## src/rtl/loader_pkg.sv

```systemverilog
// Shared definitions for the instruction-memory stream loader.
package loader_pkg;

   // Bytes that make up one instruction word on the stream.
   localparam int BYTES_PER_WORD = 4;

   typedef enum logic [2:0] {
      ST_IDLE  = 3'd0,
      ST_LEN   = 3'd1,
      ST_LOAD  = 3'd2,
      ST_CSUM  = 3'd3,
      ST_DONE  = 3'd4,
      ST_ERROR = 3'd5
   } state_e;

   // States in which the loader consumes stream bytes.
   function automatic logic rx_open(state_e s);
      return (s == ST_LEN) || (s == ST_LOAD) || (s == ST_CSUM);
   endfunction

   // States in which a Start pulse begins a new load.
   function automatic logic start_ok(state_e s);
      return (s == ST_IDLE) || (s == ST_DONE) || (s == ST_ERROR);
   endfunction

endpackage

```

## src/rtl/byte_word_assembler.sv

```systemverilog
// Packs accepted stream bytes into 32-bit little-endian words.
// word_o is the word that the current byte completes, so it is only
// meaningful while word_valid_o is high.
module byte_word_assembler
   import loader_pkg::*;
(
   input  logic        clk_i,
   input  logic        rst_ni,
   input  logic [7:0]  byte_i,
   input  logic        accept_i,
   input  logic        clear_i,
   output logic [31:0] word_o,
   output logic        word_valid_o
);

   logic [1:0]  cnt_q, cnt_d;
   logic [31:0] shreg_q, shreg_d;

   // Newest byte enters at the top, so after four bytes the first one sits in [7:0].
   always_comb begin
      cnt_d   = cnt_q;
      shreg_d = shreg_q;
      if (clear_i) begin
         cnt_d   = '0;
         shreg_d = '0;
      end else if (accept_i) begin
         cnt_d   = cnt_q + 2'd1;
         shreg_d = {byte_i, shreg_q[31:8]};
      end
   end

   // Byte counter and shift register.
   always_ff @(posedge clk_i or negedge rst_ni) begin
      if (!rst_ni) begin
         cnt_q   <= '0;
         shreg_q <= '0;
      end else begin
         cnt_q   <= cnt_d;
         shreg_q <= shreg_d;
      end
   end

   assign word_o       = {byte_i, shreg_q[31:8]};
   assign word_valid_o = accept_i && !clear_i && (cnt_q == 2'(BYTES_PER_WORD - 1));

endmodule

```

## src/rtl/imem_stream_loader.sv

```systemverilog
// Streams a length-prefixed, checksummed program image into instruction
// memory and holds the core in reset until the image is complete and valid.
module imem_stream_loader
   import loader_pkg::*;
#(
   parameter int MEM_WORDS = 64,
   parameter int AW        = 32
) (
   input  logic          CLK,
   input  logic          RESETn,
   input  logic          Start,
   input  logic [7:0]    RxData,
   input  logic          RxValid,
   output logic          RxReady,
   output logic          IMemWE,
   output logic [AW-1:0] IMemAddr,
   output logic [31:0]   IMemWData,
   output logic          CpuResetn,
   output logic          Busy,
   output logic          Done,
   output logic          Error
);

   localparam int WCW = $clog2(MEM_WORDS + 1);

   state_e          state_q, state_d;
   logic [31:0]     len_q, len_d;
   logic [WCW-1:0]  wcnt_q, wcnt_d;
   logic [7:0]      csum_q, csum_d;
   logic            we_q, we_d;
   logic [AW-1:0]   addr_q, addr_d;
   logic [31:0]     wdata_q, wdata_d;

   logic            rx_rdy;
   logic            rx_acc;
   logic            start_go;
   logic            asm_accept;
   logic [31:0]     asm_word;
   logic            asm_valid;

   assign rx_rdy     = rx_open(state_q);
   assign rx_acc     = RxValid && rx_rdy;
   assign start_go   = Start && start_ok(state_q);
   // Length bytes and payload bytes share the same little-endian packing.
   assign asm_accept = rx_acc && ((state_q == ST_LEN) || (state_q == ST_LOAD));

   byte_word_assembler u_asm (
      .clk_i        (CLK),
      .rst_ni       (RESETn),
      .byte_i       (RxData),
      .accept_i     (asm_accept),
      .clear_i      (start_go),
      .word_o       (asm_word),
      .word_valid_o (asm_valid)
   );

   // Next-state, counters, checksum and the registered memory write port.
   always_comb begin
      state_d = state_q;
      len_d   = len_q;
      wcnt_d  = wcnt_q;
      csum_d  = csum_q;
      we_d    = 1'b0;
      addr_d  = addr_q;
      wdata_d = wdata_q;
      unique case (state_q)
         ST_IDLE, ST_DONE, ST_ERROR: begin
            if (start_go) begin
               state_d = ST_LEN;
               len_d   = '0;
               wcnt_d  = '0;
               csum_d  = '0;
            end
         end
         ST_LEN: begin
            if (asm_valid) begin
               len_d = asm_word;
               // Full 32-bit compare: high length bits must not alias into range.
               if (asm_word > 32'(MEM_WORDS)) begin
                  state_d = ST_ERROR;
               end else if (asm_word == 32'd0) begin
                  state_d = ST_CSUM;
               end else begin
                  state_d = ST_LOAD;
               end
            end
         end
         ST_LOAD: begin
            if (rx_acc) begin
               csum_d = csum_q ^ RxData;
            end
            if (asm_valid) begin
               we_d    = 1'b1;
               addr_d  = AW'(wcnt_q) << 2;
               wdata_d = asm_word;
               wcnt_d  = wcnt_q + WCW'(1);
               if ((32'(wcnt_q) + 32'd1) == len_q) begin
                  state_d = ST_CSUM;
               end
            end
         end
         ST_CSUM: begin
            if (rx_acc) begin
               state_d = (RxData == csum_q) ? ST_DONE : ST_ERROR;
            end
         end
         default: state_d = ST_IDLE;
      endcase
   end

   // State and datapath registers; reset aborts any load in progress.
   always_ff @(posedge CLK or negedge RESETn) begin
      if (!RESETn) begin
         state_q <= ST_IDLE;
         len_q   <= '0;
         wcnt_q  <= '0;
         csum_q  <= '0;
         we_q    <= 1'b0;
         addr_q  <= '0;
         wdata_q <= '0;
      end else begin
         state_q <= state_d;
         len_q   <= len_d;
         wcnt_q  <= wcnt_d;
         csum_q  <= csum_d;
         we_q    <= we_d;
         addr_q  <= addr_d;
         wdata_q <= wdata_d;
      end
   end

   assign RxReady   = rx_rdy;
   assign Busy      = rx_rdy;
   assign IMemWE    = we_q;
   assign IMemAddr  = addr_q;
   assign IMemWData = wdata_q;
   assign Done      = (state_q == ST_DONE);
   assign CpuResetn = (state_q == ST_DONE);
   assign Error     = (state_q == ST_ERROR);

endmodule

```

## config.mk

```make
export PLATFORM = sky130hd
export DESIGN_NAME = imem_stream_loader
export DESIGN_NICKNAME = d
export VERILOG_FILES = /design/src/rtl/loader_pkg.sv /design/src/rtl/byte_word_assembler.sv /design/src/rtl/imem_stream_loader.sv
export SDC_FILE = /design/constraint.sdc
export NUM_CORES = 1
export LEC_CHECK = 0
export CORE_MARGIN = 2
export CORE_UTILIZATION = 50
export CTS_BUF_LIST = sky130_fd_sc_hd__clkbuf_4 sky130_fd_sc_hd__clkbuf_8
export DETAILED_ROUTE_END_ITERATION = 16
export PLACE_DENSITY = 0.86
export SYNTH_ARGS = -nofsm -noshare
export SYNTH_HDL_FRONTEND = slang
export SYNTH_SLANG_ARGS = --single-unit
export TNS_END_PERCENT = 1
```

## constraint.sdc

```tcl
create_clock -name CLK -period 1.73 [get_ports CLK]
set_input_delay 0.519 -clock CLK [delete_from_list [all_inputs] [get_ports CLK]]
set_output_delay 0.519 -clock CLK [all_outputs]
set_load 0.005 [all_outputs]
```

==> impl_results.md, run 1 <==
- RSZ-0062 raised after global routing: yes
- GR Overflow Total: 0
- Pin count of the biggest net entering global routing: 33
- Max capacitance violation total: 0
- Core area: 10200 um2
- Nets: 640
- Ant diodes: 0
- H-tree levels: 4
- Avg Vias per Cell: around 5.7
- Largest fanout on the critical path: 6
- First-pass GRT wire length: 23500 um
- Min setup slack post-route: -0.101 ns
- Fmax: roughly 550 MHz
- Violated checks: setup timing
- Peak VDD IR: just under 0.0008 V
- Clock sink total: 116
- Status: finished, violations left
- Cells after Synth: slightly above 500
- TritonCTS clock tree: built
- Setup Viol. Count Final: 9
- Hold Path Class: input pin to asynchronous set/reset pin
- Final Cycle Share: 106%
- Die area: about 11000 um2
- Slew Viols, Final: 0
- Synth unique cells: 45
- Synth top cells by count: nand2_1, dfrtp_1, a22o_1
- Worst clock skew: around 0.017 ns
- Worst-margin pin slew: between 0.5 and 0.6 ns
- CTS Root Cell: clkbuf_8
- Post-synth ARST share: between 90% and 100%
- Top FF cell, synth: dfrtp_1
- DPL Wire Length: about 9700 um
- Average size of a mapped cell: between 10 and 15 um2
- Chip Width: 106 um
- Final Hold Fails: 0
- Starting Density: about half
- Vias in the first global route: 4458
- Chip height: approximately 110 um
- Worst EP arrival: 1.31 ns
- GRT Util Overall: 26.8%
- Total negative setup slack: -0.396 ns
- Rows: 37
- # port buffers: 56
- Dpl cells: 738
- # hold bufs at CTS: 0
- Post-synth top area share: between 50% and 60%
- PwrDens: about 1500 nW/um2
- Crit path capture type: output pin
- Most instantiated library cell after synthesis: nand2_1
- Leading area contributor after synthesis: dfrtp_1
- Leak pwr: between 0.003 and 0.004 uW
- Fin crit period: about 1.8 ns
- GPL Wtd Cong: around 0.87
- Number of synthesized flops with an enable pin: 0
- Total CTS buffers: 17
- Fraction of layout cells with a size suffix above 1: about 22%
- YS warnings: 0
- Clock Pin Slew Worst Setup and Hold Paths: approximately 0.070 ns
- Vias: roughly 4400
- I/O pin count: between 80 and 90
- DRC violations left: 0
- Tot Pwr: between 10000 and 15000 uW
- Worst-skew pair later-pin latency: 0.44 ns
- Finished Layout Cells: approximately 770
- Clock Path Buffers: 2
- Antenna violation net count after detailed routing: 0
- Post-synthesis sequential area ratio: between 50% and 60%
- Synth area leaders: dfrtp_1, a22o_1, nand2_1
- DR iter-0 viols: approximately 400
- Syn Std Cell Area: about 5200 um2
- #FFs+latches synth: around 120
- Pre-Repair DR Iteration Count: 5
- Hold_ws: 0.0532 ns
- CP required: between 1 and 1.5 ns
- Initial antenna violation count: 0
- Synth-to-layout area growth: 30.6%
- Slew Limit Headroom: between 60% and 70%
- Startpoint Class: register
- Post-DR wirelength/cell: around 19 um
- Setup CP Type: register to output pin
- Final wirelength: 14500 um
## layer usage
metal | track usage [%] | vias to the layer above | share of wire (%)
met2 | 43.7 | 228 | 50
li1 | - | 1959 | -
met1 | 36.5 | 2220 | 41
met4 | 7.52 | 0 | 2.0
met5 | 0 | - | 0
met3 | 5.76 | 34 | 7.1
## placed cells by master, fill, tap and decap left out, types with 3 or more instances in the layout
| cell | Yosys | routed |
|---|---|---|
| nand2_1 | 132 | 131 |
| nor2_1 | 13 | 11 |
| nor2b_1 | 13 | 12 |
| conb_1 | 1 | 25 |
| buf_2 | 12 | 5 |
| nand4_1 | 5 | 5 |
| o21ai_0 | 23 | 21 |
| o31ai_1 | 3 | 3 |
| xor2_1 | 10 | 10 |
| o21a_1 | 3 | 3 |
| a22o_1 | 66 | 66 |
| clkbuf_8 | 0 | 21 |
| nor4_2 | 0 | 4 |
| o21ai_1 | 2 | 3 |
| bufinv_16 | 0 | 3 |
| nor4_1 | 14 | 10 |
| dlygate4sd2_1 | 0 | 40 |
| buf_4 | 34 | 65 |
| buf_12 | 0 | 8 |
| xnor2_1 | 3 | 3 |
| clkdlybuf4s50_1 | 0 | 10 |
| o21ai_2 | 2 | 3 |
| buf_6 | 2 | 4 |
| clkinvlp_4 | 0 | 3 |
| nor3_1 | 6 | 5 |
| clkinv_4 | 0 | 3 |
| dfrtp_1 | 116 | 114 |
| nand3_1 | 4 | 4 |
## registers in the layout, indices dropped and copies added, names as in the netlist
| signal | flops |
|---|---|
| IMemWE | 1 |
| wcnt_q | 7 |
| len_q | 32 |
| state_q | 3 |
| csum_q | 8 |
| IMemAddr | 7 |
| u_asm.cnt_q | 2 |
| u_asm.shreg_q | 24 |
| IMemWData | 32 |
## layout make-up
type,count,area [um2]
Multi-Input combinational cell,355,2140
Sequential cell,116,2910
Clock inverter,10,148
Fill cell,775,3400
Tap cell,136,170
Inverter,4,16.3
Clock buffer,21,289
Timing Repair Buffer,132,1170
## critical path: stages (launching register included)
cell	delay, ns
dfrtp_2	0.46
buf_4	0.16
nor3_4	0.12
buf_2	0.14
## power breakdown
group	switching, uW	internal, uW
Combinational	1900	1750
Sequential	527	3310
Clock	1160	1580
## stage by stage
step           util (%)  area (um2)  worst slack [ns]
6_report           66.8        6830            -0.101
5_1_grt            66.8        6830            -0.166
4_1_cts            66.3        6790            -0.108
3_3_place_gp       61.8        6320            -0.350
2_1_floorplan         -        5320             0.120
3_5_place_dp       61.8        6320            -0.495
## what timing repair did
action / 4_1_cts / 5_1_grt
hold endpoints to repair: 0 / 0
pin swaps: 5 / 2
buffers inserted: 4 / 1
gates cloned: 0 / 0
resized for setup: 70 / 21
endpoints found under the setup margin: 75 / 63
## path summary, 6_finish.rpt
check,from,cells past startpoint,endpoint,slack [ns]
worst max register to register,wcnt_q[0],6,state_q[0],-0.04
worst min register to register,IMemWData[9],2,IMemWData[9],0.47
worst max-delay path,state_q[1],3,CpuResetn,-0.10
max in group asynchronous,RESETn,2,csum_q[1],1.12
min in group CLK,IMemWData[9],2,IMemWData[9],0.47
worst min-delay path,RESETn,1,wcnt_q[2],0.05
## cell families after synthesis
| family | share of synthesized area, % |
|---|---|
| fa+ha+maj | 0.478 |
| mux | 0.407 |
| other cells | 0.0717 |
| compound gates | 17.2 |
| simple gates | 17.0 |
| flops | 55.5 |
| xor+xnor | 2.18 |
| buf+inv | 7.18 |
Power figures use the tool's default switching activity.
==> inputs of run 2 (changes only) <==
Settings changed: ABC_AREA from default to 1, CELL_PAD_IN_SITES_DETAIL_PLACEMENT from default to 0, CELL_PAD_IN_SITES_GLOBAL_PLACEMENT from default to 2, CORE_UTILIZATION 50 to 31, MAX_ROUTING_LAYER from default to met4, PLACE_DENSITY 0.86 to 0.87.
==> run 2 against run 1 <==
Against the previous run: critical path type unchanged; clock-buffer cell count up 1; critical endpoint is now Done; wire length shrank 7.5%; the run still ends with setup timing left; cell area hardly changed.
==> impl_results.md, run 2 <==
- Status: finished, violations left
- Violated checks: setup timing
- Synth-to-layout area growth: 31.2%
- Chip height: 134 um (+26%)
- Hold_ws: 0.480 ns (+0.427 ns)
- Largest fanout on the critical path: 3 (-3)
- Die area: 17900 um2 (+58%)
- Fin crit period: 1.77 ns (-0.0569 ns)
- DPL Wire Length: 9560 um (-1.1%)
- Vias: 4266 (-3.9%)
- Fraction of layout cells with a size suffix above 1: 19.3% (-3.1 points)
- Hold Path Class: register to register
- GR Overflow Total: 0 (unchanged)
- Final wirelength: 13400 um (-7.5%)
- Leading area contributor after synthesis: dfrtp_1
- Initial antenna violation count: 0 (unchanged)
- DRC violations left: 0 (unchanged)
- DR iter-0 viols: 210 (-48%)
- First-pass GRT wire length: 21600 um (-8.2%)
- Synth area leaders: dfrtp_1, nand2_1, o21ai_0
- Met2 track demand over resource: 25.3% (-18 points)
- GRT Util Overall: 16.2% (-11 points)
- Post-synth top area share: 55.7% (+0.19 points)
- PwrDens: 1620 nW/um2 (+7.9%)
- Most frequent cells in the layout: dfrtp_1, nand2_1, inv_1
- CP required: 1.21 ns (about the same)
- Avg Vias per Cell: 4.64 (-19%)
- RSZ-0062 raised after global routing: yes
- CP max stage delay: 0.44 ns (-0.02 ns)
- Pre-Repair DR Iteration Count: 6 (+1)
- Total CTS buffers: 17 (unchanged)
- GPL Wtd Cong: 0.850 (-2.6%)
- Post-synthesis sequential area ratio: 55.7% (+0.19 points)
- Min setup slack post-route: -0.0443 ns (+0.0569 ns)
- Syn Std Cell Area: 5210 um2 (-0.33%)
- Most instantiated library cell after synthesis: dfrtp_1
- Leak pwr: 0.00337 uW (-5.9%)
- I/O pin count: 82 (unchanged)
- Total negative setup slack: -0.0926 ns (+0.303 ns)
- Max capacitance violation total: 0 (unchanged)
- Top Usage Layer GRT: met2
- Clock Path Buffers: 2 (unchanged)
- CP max-delay cell: dfrtp_2
- Clock sink total: 116 (unchanged)
- Fmax: 564 MHz (+3.2%)
- Combinational share of power: 39.8% (+4.1 points)
- Rows: 47 (+27%)
- Post-DR wirelength/cell: 14.5 um (-22%)
- Setup Viol. Count Final: 3 (-6)
- Chip Width: 134 um (+26%)
- TritonCTS clock tree: built
- Net load switching power: 3880 uW (+8.0%)
- Core area: 16500 um2 (+62%)
- Reg power frac: 34.9% (-2.6 points)
- Clock Pin Slew Worst Setup and Hold Paths: 0.07 ns (about the same)
- Met3 Use GR: 4.38% (-1.4 points)
- CP cell instances: inv_2 -> nand2_2 -> nor2_2 -> buf_2
- Met1 usage in global routing: 20.3% (-16 points)
- Vias in the first global route: 4161 (-6.7%)
- # port buffers: 56 (unchanged)
- Average size of a mapped cell: 9.14 um2 (-12%)
- Clock power frac: 25.3% (-1.5 points)
- CTS Root Cell: clkbuf_8
- CP Buf/Inv Count: 2 (unchanged)
- Cells after Synth: 570 (+13%)
- Peak VDD IR: 0.000610 V (-21%)
- Commonest non-fill, non-tap cell in the layout: dfrtp_1
- Worst EP arrival: 1.26 ns (-0.05 ns)
- Antenna violation net count after detailed routing: 0 (unchanged)
- Setup CP Type: register to output pin
- Pin count of the biggest net entering global routing: 53 (+61%)
- Startpoint Class: register
- Final Cycle Share: 103% (-3.3 points)
- Int Pwr: 7170 uW (+7.9%)
- Synth top cells by count: dfrtp_1, nand2_1, inv_1
- Post-synth ARST share: 100% (unchanged)
- H-tree levels: 4 (unchanged)
- Final Hold Fails: 0 (unchanged)
- Top FF cell, synth: dfrtp_1
- Starting Density: 31.5% (-20 points)
- Worst-skew pair later-pin latency: 0.45 ns (about the same)
- Nets: 701 (+9.5%)
- Crit path capture type: output pin
- Number of synthesized flops with an enable pin: 0 (unchanged)
- Synth unique cells: 33 (-27%)
- CP delay by family, top: flip-flops
- Switching share of power: 35.1% (about the same)
- Worst clock skew: 0.00845 ns (-0.00859 ns)
- #FFs+latches synth: 116 (unchanged)
- YS warnings: 0 (unchanged)
- Ant diodes: 0 (unchanged)
- Slew Viols, Final: 0 (unchanged)
-- run 2: metrics by stage --
| step | power [uW] | worst slack (ns) | cells | cell area [um2] | util [%] |
|---|---|---|---|---|---|
| final | 11000 | -0.0443 | 920 | 6840 | 41.4 |
| after global placement | 8340 | -0.348 | 884 | 6330 | 38.3 |
| after CTS | 11000 | -0.119 | 918 | 6760 | 40.9 |
| after floorplan | 5990 | 0.0610 | 594 | 5300 | - |
| after detailed placement | 8430 | -0.377 | 884 | 6330 | 38.3 |
| after global routing | 11800 | -0.145 | 920 | 6840 | 41.4 |
-- run 2: worst min-delay path, stage by stage (launching register included) --
cell and delay [ns]:
dfrtp_1 0.34, nand2_1 0.05, o21ai_0 0.05
-- run 2: power groups by stage --
stage,sequential [uW],clock [uW],combinational [uW]
2_1_floorplan,3890,0,2100
3_3_place_gp,3890,0,4460
3_5_place_dp,3900,0,4530
4_1_cts,3850,2850,4280
5_1_grt,3950,2990,4830
6_report,3850,2790,4400
-- run 2: logic make-up after synthesis --
logic type / Yosys count / share of synthesized area (%)
buffers and inverters: 126 / 12.2
AOI/OAI and AO/OA: 142 / 15.0
DFF: 116 / 55.7
adders and majority gates: 2 / 0.480
xor gates and xnor gates: 10 / 1.68
and+or+nand+nor: 169 / 13.9
muxes: 4 / 0.864
other: 1 / 0.0719
-- run 2: cell type report --
type,instances,area [um2]
tap,220,275
fill,1637,9690
clock inverter,10,153
sequential,116,2910
clock buffer,22,290
inverter,77,289
multi-input combinational,352,1820
timing repair buffer,123,1100
-- run 2: what timing repair did --
| action | CTS | global route |
|---|---|---|
| hold buffers | 1 | 0 |
| setup buffers | 1 | 1 |
| pin swaps | 0 | 6 |
| endpoints found under the setup margin | 82 | 116 |
| endpoints found under the hold margin | 20 | 0 |
| cloned | 0 | 1 |
| gates resized for setup | 66 | 31 |
-- run 2: layer usage --
| layer | vias to the layer above | routed length, um | share of wire [%] |
|---|---|---|---|
| li1 | 2067 | - | - |
| met3 | 18 | 572 | 4.3 |
| met2 | 98 | 6500 | 49 |
| met4 | 0 | 202 | 1.5 |
| met5 | - | 0 | 0 |
| met1 | 2083 | 6090 | 46 |
-- run 2: path summary, 6_finish.rpt --
check / endpoint / startpoint / slack, ns / cells after the start
min: IMemAddr[7] / IMemAddr[7] / 0.48 / 2
max in group asynchronous: IMemWData[1] / RESETn / 0.62 / 3
max reg2reg: state_q[2] / wcnt_q[0] / 0 / 14
min reg2reg: IMemAddr[7] / IMemAddr[7] / 0.48 / 2
min in group asynchronous: u_asm.shreg_q[11] / RESETn / 0.53 / 2
max: Done / state_q[1] / -0.04 / 4
==> inputs of run 3 (changes only) <==
Settings changed: CORE_UTILIZATION 31 to 36, DONT_BUFFER_PORTS from default to 1, PLACE_DENSITY 0.87 to 0.85.
==> run 3 against run 2 <==
Against the previous run: the flow finishes with violations (hold timing, setup timing); register-to-register slack about the same; sequential cell count unchanged; global-route usage up 1.4 points; setup slack better by 0.042 ns; non-clock buffer count down 61; clock skew down 0.0020 ns; first-iteration DRC count up 56%.
==> impl_results.md, run 3 (synthesized netlist as in run 2, its figures left out) <==
- DRC violations left: 0 (unchanged)
- Die area: 15500 um2 (-13%)
- Worst EP arrival: 1.21 ns (-0.05 ns)
- Startpoint Class: register
- Post-DR wirelength/cell: 15.6 um (+7.4%)
- Final wirelength: 12800 um (-4.5%)
- Fmax: 577 MHz (+2.4%)
- Max capacitance violation total: 0 (unchanged)
- Setup CP Type: register to output pin
- Fraction of layout cells with a size suffix above 1: 20.1% (+0.78 points)
- Rows: 43 (-8.5%)
- CP cell instances: inv_2 -> buf_6 -> a21oi_2 -> buf_4
- Chip height: 124 um (-7.0%)
- Total CTS buffers: 17 (unchanged)
- DR iter-0 viols: 328 (+56%)
- Avg Vias per Cell: 4.92 (+6.0%)
- Crit path capture type: output pin
- # port buffers: 0 (-100%)
- Final Hold Fails: 116 (+116)
- Most frequent cells in the layout: dfrtp_1, nand2_1, inv_1
- CP required: 1.21 ns (about the same)
- Clock Path Buffers: 2 (unchanged)
- Reg2Reg Depth: 11 (-3)
- Worst-skew pair later-pin latency: 0.44 ns (about the same)
- Synth-to-layout area growth: 19.7%
- CTS Root Cell: clkbuf_8
- H-tree levels: 4 (unchanged)
- Largest fanout on the critical path: 5 (+2)
- CP Buf/Inv Count: 3 (+1)
- Filler instances: 1384 (-15%)
- Clock Pin Slew Worst Setup and Hold Paths: 0.07 ns (about the same)
- RSZ-0062 raised after global routing: yes
- Clock sink total: 116 (unchanged)
- Antenna violation net count after detailed routing: 0 (unchanged)
- I/O pin count: 82 (unchanged)
- GPL Wtd Cong: 0.923 (+8.5%)
- CP delay by family, top: flip-flops
- Min setup slack post-route: -0.00239 ns (+0.0419 ns)
- Pin count of the biggest net entering global routing: 117 (+120%)
- Leak pwr: 0.00299 uW (-11%)
- Post-place setup slack: -0.00641 ns (+0.371 ns)
- Setup Viol. Count Final: 2 (-1)
- Hold_ws: -0.223 ns (-0.703 ns)
- Final Cycle Share: 100% (-2.4 points)
- Commonest non-fill, non-tap cell in the layout: dfrtp_1
- Chip Width: 124 um (-7.0%)
- Ant diodes: 0 (unchanged)
- Peak VDD IR: 0.000620 V (+1.7%)
- Fin crit period: 1.73 ns (-0.0419 ns)
- Status: finished, violations left
- Violated checks: hold timing, setup timing
- Vias: 4021 (-5.7%)
- Tot Pwr: 10300 uW (-6.6%)
- Worst clock skew: 0.00647 ns (-0.00198 ns)
- Starting Density: 37.3% (+5.7 points)
- GR Overflow Total: 0 (unchanged)
- Levels on crit path: 4 (unchanged)
- Hold Path Class: input pin to asynchronous set/reset pin
- CP max stage delay: 0.36 ns (-0.08 ns)
- Util after Layout: 44.6% (+3.2 points)
- Initial antenna violation count: 0 (unchanged)
- Pre-Repair DR Iteration Count: 7 (+1)
- GRT Util Overall: 17.6% (+1.4 points)
- Nets: 640 (-8.7%)
- Total negative setup slack: -0.00472 ns (+0.0879 ns)
- PwrDens: 1650 nW/um2 (+2.3%)
- Vias in the first global route: 4051 (-2.6%)
- CP max-delay cell: dfrtp_2
- TritonCTS clock tree: built
- DPL Wire Length: 8870 um (-7.2%)
- First-pass GRT wire length: 20900 um (-3.2%)
- Slew Viols, Final: 0 (unchanged)
- Core area: 14000 um2 (-15%)
[run 3: layout make-up]
type	instances	area [um2]	share of cell area, %
flip-flops and latches	116	2900	46.5
multi-input cells	352	1860	29.8
repair buffers	62	543	8.70
inverters	77	293	4.69
clock buffers	20	256	4.11
well taps	180	225	3.61
clock inverters	11	160	2.57
[run 3: what timing repair did]
item                                    CTS  global route
buffers inserted                          4             0
hold endpoints to repair                116           116
resized for setup                        18            32
endpoints found under the setup margin   11            89
pin swaps                                 2             6
[run 3: worst register-to-register path: cells and delay by family, from the launching register on]
family                 cells  cell delay (ns)
and+or+nand+nor            5             0.49
DFF                        1             0.37
buffers and inverters      3             0.37
AOI/OAI and AO/OA          3             0.38
[run 3: worst paths after layout]
check	startpoint	endpoint	slack (ns)
worst min register to register	u_asm.cnt_q[0]	u_asm.cnt_q[0]	0.50
worst min-delay path	RESETn	IMemWData[7]	-0.22
max in group asynchronous	RESETn	IMemWData[11]	1.77
min in group CLK	RxData[1]	u_asm.shreg_q[25]	0.33
worst max register to register	state_q[0]	len_q[17]	0.01
worst max-delay path	state_q[1]	Busy	-0.002
[run 3: power breakdown]
part / switching, uW / internal, uW / total (uW)
registers: 477 / 3470 / 3950
clock network: 1070 / 1590 / 2660
logic: 2110 / 1590 / 3700
total: 3660 / 6650 / 10300
[run 3: stage by stage]
step	std cells	instance area [um2]
2_1_floorplan	594	5300
3_3_place_gp	783	5680
3_5_place_dp	783	5680
4_1_cts	818	6180
5_1_grt	818	6240
6_report	818	6240
[run 3: per-layer routing]
layer	vias up	GRT usage [%]	wire length (um)
li1	1940	-	-
met1	1948	21.2	5470
met2	111	27.9	6200
met3	22	4.81	850
met4	0	7.53	237
met5	-	-	0
